File: config.mk
export PLATFORM = sky130hd
export DESIGN_NAME = i2c_master_1
export DESIGN_NICKNAME = d
export VERILOG_FILES = /design/src/rtl/i2c_master_1_pkg.sv /design/src/rtl/i2c_master_1_bit_timer.sv /design/src/rtl/i2c_master_1.sv
export SDC_FILE = /design/constraint.sdc
export NUM_CORES = 1
export LEC_CHECK = 0
export ABC_CLOCK_PERIOD_IN_PS = 4500
export CAP_MARGIN = 5
export CELL_PAD_IN_SITES_DETAIL_PLACEMENT = 1
export CELL_PAD_IN_SITES_GLOBAL_PLACEMENT = 2
export CORE_MARGIN = 2
export CORE_UTILIZATION = 38
export CTS_CLUSTER_SIZE = 12
export DETAILED_ROUTE_END_ITERATION = 6
export PLACE_DENSITY_LB_ADDON = 0.1
export SYNTH_ARGS = -nofsm -noshare
export SYNTH_HDL_FRONTEND = slang
export SYNTH_SLANG_ARGS = --single-unit
File: constraint.sdc
create_clock -name clk -period 4.5 [get_ports clk]
set_input_delay 0.675 -clock clk [delete_from_list [all_inputs] [get_ports clk]]
set_output_delay 0.675 -clock clk [all_outputs]
set_load 0.01 [all_outputs]
File: src/rtl/i2c_master_1_pkg.sv
// i2c_master_1_pkg: shared states, constants and address-byte helper for the I2C register initiator
package i2c_master_1_pkg;
    typedef enum logic [2:0] {IDLE, START, BIT_TX, ACK_RX, RSTART, BIT_RX, MNACK, STOP} state_t;
    localparam logic RW_WRITE = 1'b0;
    localparam logic RW_READ = 1'b1;
    localparam int QTR_DEF = 16;
    localparam logic [6:0] BLDC_ADDR = 7'h72;
    localparam logic [7:0] IDX_MIN = 8'h40;
    localparam logic [7:0] IDX_MAX = 8'h53;
    function automatic logic [7:0] addr_byte(input logic [6:0] a, input logic r);
        return {a, r};
    endfunction
endpackage

File: src/rtl/i2c_master_1_bit_timer.sv
// i2c_bit_timer: quarter-bit phase counter; ports clk, rst_n, clr (restart at q0), wrap (last phase cycle), q (quarter 0..3)
module i2c_bit_timer #(
    parameter int QTR = 16
) (
    input  logic       clk,
    input  logic       rst_n,
    input  logic       clr,
    output logic       wrap,
    output logic [1:0] q
);
    localparam logic [11:0] LAST = 12'(QTR - 1);
    logic [11:0] phase;
    assign wrap = phase == LAST;
    always_ff @(posedge clk or negedge rst_n) begin
        if (!rst_n) begin
            phase <= '0;
            q <= '0;
        end else if (clr) begin
            phase <= '0;
            q <= '0;
        end else if (wrap) begin
            phase <= '0;
            q <= q + 2'd1;
        end else begin
            phase <= phase + 12'd1;
        end
    end
endmodule

File: src/rtl/i2c_master_1.sv
// i2c_master_1: single-byte I2C register write/read initiator driving open-drain SCL/SDA enables
// Ports: clk, rst_n (async active-low); start/rw/dev_addr/reg_index/wr_data request;
// rd_data, busy, done, ack_err status; scl_oe/sda_oe pull-low enables (pad output value tied 0); sda_in pad input.
module i2c_master_1
    import i2c_master_1_pkg::*;
#(
    parameter int QTR = QTR_DEF
) (
    input  logic       clk,
    input  logic       rst_n,
    input  logic       start,
    input  logic       rw,
    input  logic [6:0] dev_addr,
    input  logic [7:0] reg_index,
    input  logic [7:0] wr_data,
    output logic [7:0] rd_data,
    output logic       busy,
    output logic       done,
    output logic       ack_err,
    output logic       scl_oe,
    input  logic       sda_in,
    output logic       sda_oe
);
    state_t state, state_n;
    logic [1:0] sync, q, bidx;
    logic [7:0] sh, ld_val, idx_l, data_l;
    logic [6:0] addr_l;
    logic [2:0] bcnt;
    logic rw_l, err, wrap, clr, q2_end, q_end, ld, fin;

    assign q2_end = wrap & (q == 2'd2);
    assign q_end = wrap & (q == 2'd3);
    // START is only three quarters long, so the timer is restarted when it ends
    assign clr = (state == IDLE) | (state == START & q2_end);
    assign busy = state != IDLE;

    i2c_bit_timer #(.QTR(QTR)) u_timer (
        .clk(clk),
        .rst_n(rst_n),
        .clr(clr),
        .wrap(wrap),
        .q(q)
    );

    always_comb begin
        state_n = state;
        scl_oe = 1'b0;
        sda_oe = 1'b0;
        ld = 1'b0;
        ld_val = data_l;
        fin = 1'b0;
        case (state)
            IDLE: if (start) state_n = START;
            START: begin
                sda_oe = q != 2'd0;
                if (q2_end) state_n = BIT_TX;
            end
            BIT_TX: begin
                scl_oe = ~q[1];
                sda_oe = ~sh[7];
                if (q_end && bcnt == 3'd7) state_n = ACK_RX;
            end
            ACK_RX: begin
                scl_oe = ~q[1];
                if (q_end) begin
                    if (err) state_n = STOP;
                    else if (bidx == 2'd0) begin
                        state_n = BIT_TX;
                        ld = 1'b1;
                        ld_val = idx_l;
                    end else if (bidx == 2'd1) begin
                        state_n = rw_l ? RSTART : BIT_TX;
                        ld = ~rw_l;
                    end else state_n = rw_l ? BIT_RX : STOP;
                end
            end
            RSTART: begin
                scl_oe = q == 2'd0;
                sda_oe = q[1];
                if (q_end) begin
                    state_n = BIT_TX;
                    ld = 1'b1;
                    ld_val = addr_byte(addr_l, RW_READ);
                end
            end
            BIT_RX: begin
                scl_oe = ~q[1];
                if (q_end && bcnt == 3'd7) state_n = MNACK;
            end
            MNACK: begin
                scl_oe = ~q[1];
                if (q_end) state_n = STOP;
            end
            STOP: begin
                scl_oe = ~q[1];
                sda_oe = q != 2'd3;
                if (q_end) begin
                    state_n = IDLE;
                    fin = 1'b1;
                end
            end
            default: state_n = IDLE;
        endcase
    end

    // sh is the transmit shifter in BIT_TX and the receive shifter in BIT_RX;
    // bcnt wraps 7->0 on its own, so it is already zero when the next byte starts
    always_ff @(posedge clk or negedge rst_n) begin
        if (!rst_n) begin
            state <= IDLE;
            sync <= 2'b11;
            sh <= '0;
            bcnt <= '0;
            bidx <= '0;
            err <= 1'b0;
            rw_l <= 1'b0;
            addr_l <= '0;
            idx_l <= '0;
            data_l <= '0;
            rd_data <= '0;
            ack_err <= 1'b0;
            done <= 1'b0;
        end else begin
            state <= state_n;
            sync <= {sync[0], sda_in};
            done <= fin;
            if (state == IDLE && start) begin
                rw_l <= rw;
                addr_l <= dev_addr;
                idx_l <= reg_index;
                data_l <= wr_data;
                sh <= addr_byte(dev_addr, RW_WRITE);
                bcnt <= '0;
                bidx <= '0;
                err <= 1'b0;
                ack_err <= 1'b0;
            end
            if (ld) begin
                sh <= ld_val;
                bcnt <= '0;
            end
            if (state == BIT_TX && q_end) begin
                sh <= {sh[6:0], 1'b0};
                bcnt <= bcnt + 3'd1;
            end
            if (state == BIT_RX && q2_end) sh <= {sh[6:0], sync[1]};
            if (state == BIT_RX && q_end) bcnt <= bcnt + 3'd1;
            if (state == ACK_RX && q2_end) err <= err | sync[1];
            if (state == ACK_RX && q_end) bidx <= bidx + 2'd1;
            if (fin) begin
                ack_err <= err;
                if (rw_l && !err) rd_data <= sh;
            end
        end
    end
endmodule

==> impl_metrics.csv <==
group,metric,value,unit
global_routing,grt_start_max_net_pins,46,
clock_network,cts_resized,0,
logic_synthesis,yosys.area.top_type_share,48.65,%
logic_synthesis,yosysSeqAreaShare,50.22,%
timing,final-max-slew-violation-count,0,
clock_network,clkSlewWorstSetupHoldPaths,0.08,ns
timing,finalHoldViolCount,0,
worst_setup_path,critPathLaunchType,"register",
worst_setup_path,cp.arrival,2.54,ns
clock_network,h-tree-depth,3,
logic_synthesis,ys_top_cells_by_area,"dfrtp_1 (49%), nand2_1 (9.0%), a22o_1 (4.2%)",
worst_hold_path,min_path_type,"reg2reg",
floorplan,coreArea,8636,sq um
timing,period_share,71.35,%
finish,drive_gt1_share,12.30,%
clock_network,cts_buffer_depth,2,
floorplan,dieArea,9564,sq um
logic_synthesis,yosysWarnings,0,
logic_synthesis,synth_top_area_cell,"dfrtp_1",
worst_setup_path,critical_path_class,"reg2out",
worst_setup_path,required,3.83,ns
logic_synthesis,async_flop_share,100.0,%
worst_setup_path,cp_max_fo,23,
timing,tightest_slew,1.037,ns
timing,fin_crit,3.211,ns
logic_synthesis,syn_inst,336,
floorplan,start_util,38.71,%
job,drv_cap,0,
place,dpl.hpwl,5868,um
finish,area_growth,22.53,%
route,vias,2590,
worst_hold_path,holdPathStages,0,
logic_synthesis,synth.avg_cell_area,9.950,sq um
pwr,power_density,330.9,nW/um^2
floorplan,boundaryPins,41,
timing,fin_skew,0.008698,ns
clock_network,post_cts_buffers,0,
route,totalWireLength,8273,um
route,antenna_left,0,
route,vias_per_cell,5.286,
floorplan,fp.dieW,97.80,um
logic_synthesis,synth-edff-count,0,
place,globalplace.congestion,0.7813,
timing,setup_violations,0,
pwr,total_leakage_power,2.020,nW
clock_network,tritoncts,"done",
place,io_buffers,40,
logic_synthesis,synth_cell_types,46,
clock_network,numCtsBuffers,9,
global_routing,grt_usage,18.67,%
global_routing,gr-total-overflow,0,
finish,fillers,960,
timing,fin_ws,1.289,ns
worst_setup_path,r2r_cells,6,
route,drtIter0Drc,80,
floorplan,rows,34,
global_routing,antenna_found_initial,0,
timing,final.setup.tns,0,ns
status,outcome,"completed",
timing,rsz0062_at_grt,"no",
clock_network,cts-root-buf,"clkbuf_8",
finish,antenna_cells,0,
timing,slew_headroom,30.85,%
pwr,irDropWorstVdd,0.1703,mV
finish,num-nets-final,413,
route,wire_per_inst,16.88,um
logic_synthesis,syn_nets,372,
clock_network,cts_hold_buffers,0,
timing,max_freq,311.5,MHz
route,dr.pass1.iters,4,
clock_network,clock-sinks,67,
worst_setup_path,end_kind,"output pin",
logic_synthesis,synth_area,3343,sq um
global_routing,grt_pass1_vias,2597,
route,drc,0,
place,dpl_worst_slack,1.661,ns
clock_network,insertion_delay,0.35,ns
logic_synthesis,synth_ff_type,"dfrtp_1",
floorplan,die_h,97.80,um
logic_synthesis,ys_seq_elements,67,
global_routing,grt_pass1_wl,13990,um
-- Yosys cell counts (2+ instances only) --
cell and n:
clkbuf_1 5, xor2_1 4, mux2_2 10, nor3_1 6, and3b_1 2, nand3_2 2
nand4_2 2, a21o_1 10, nor4_4 2, nor2b_1 6, xnor2_1 6, o211ai_1 2
a22o_1 16, nand2b_1 2, o21ai_0 9, dfrtp_1 65, inv_1 10, nand3_1 10
dfstp_2 2, and3_1 9, a31oi_1 3, a221o_1 7, nand4_1 2, ha_1 8
buf_2 6, nor2_1 17, nand2_1 80, o21a_1 2, nor2_2 3, inv_2 2
a21oi_1 11
-- metal layers --
metal  share of wire, %  up-vias  track usage, %
met5                  0        -               0
met4                1.3        0           7.372
met3                3.7        8           3.006
met2                 44       44           26.74
met1                 51     1290           28.26
li1                   -     1248               -
-- critical path: stages, from the launching register on --
cell and delay, ns:
dfrtp_1 0.79, nor3b_4 0.65, nand2_1 0.10, o21ai_0 0.09, clkdlybuf4s50_1 0.55
-- final cells by class --
type	instances	area (sq um)	share of cell area, %
well taps	108	135.1	3.299
clock buffers	10	127.6	3.115
clock inverters	6	136.4	3.329
multi-input cells	245	1563	38.15
inverters	12	45.04	1.100
repair buffers	42	410.4	10.02
flip-flops and latches	67	1679	40.99
-- metrics by stage --
| stage | area, sq um | hold slack [ns] | power (W) | instances | utilization, % |
|---|---|---|---|---|---|
| floorplan | 3343 | 0.3452 | 0.0006532 | 336 | - |
| global placement | 3832 | 0.3642 | 0.0006997 | 474 | 44.38 |
| detailed placement | 3832 | 0.3640 | 0.0007005 | 474 | 44.38 |
| CTS | 4096 | 0.3627 | 0.001376 | 490 | 47.44 |
| global route | 4096 | 0.3630 | 0.001410 | 490 | 47.44 |
| finish | 4096 | 0.3636 | 0.001355 | 490 | 47.44 |
-- cell families (layout without fill, tap and decap cells) --
group           after synthesis  in the layout  share of synthesized area, %
compound gates               64             64                         14.18
xor+xnor                     10             10                         2.620
fa+ha+maj                     8              8                         2.994
buf+inv                      24             70                         3.032
flops                        67             67                         50.22
mux                          10             10                         3.368
simple gates                153            153                         23.58
-- layout by cell type (no fill, tap or decap), types with 2 or more instances in the layout --
cell and count:
dfrtp_1 65, xor2_1 4, nand2_1 80, dfstp_2 2, a221o_1 7, clkdlybuf4s50_1 39
and3b_1 2, and3_1 9, mux2_2 10, bufinv_16 4, nand4_1 2, nand3_1 10
o21a_1 2, xnor2_1 6, clkbuf_8 9, nand2b_1 2, ha_1 8, o211ai_1 2
nor2_1 17, nor4_4 2, buf_4 2, nor2_2 3, a31oi_1 3, nand3_2 2
o21ai_0 9, a21o_1 10, nand4_2 2, nor3_1 6, a22o_1 16, inv_2 2
inv_1 10, nor2b_1 6, a21oi_1 11
-- state kept, by name, indices dropped and copies added, names as in the netlist --
name / count
rw_l: 1
bcnt: 3
idx_l: 8
sh: 8
u_timer.q: 2
sync: 2
state: 3
err: 1
rd_data: 8
ack_err: 1
data_l: 8
done: 1
u_timer.phase: 12
addr_l: 7
bidx: 2
-- path summary, 6_finish.rpt --
path,from,end,slack (ns)
setup / recovery,state[2]$_DFFE_PN0P_,scl_oe,1.29
hold / removal,sync[0]$_DFF_PN1_,sync[1]$_DFF_PN1_,0.36
setup reg to reg,state[0]$_DFFE_PN0P_,sh[7]$_DFFE_PN0P_,1.98
hold reg to reg,sync[0]$_DFF_PN1_,sync[1]$_DFF_PN1_,0.36
max in group asynchronous,rst_n,sync[1]$_DFF_PN1_,3.04
min in group asynchronous,rst_n,state[1]$_DFFE_PN0P_,0.51
-- report_power, final --
part           switching (W)  internal [W]
registers          0.0000118      0.000618
logic              0.0000266     0.0000309
clock network       0.000242      0.000426
No activity file was read; power rests on OpenSTA's default activity.
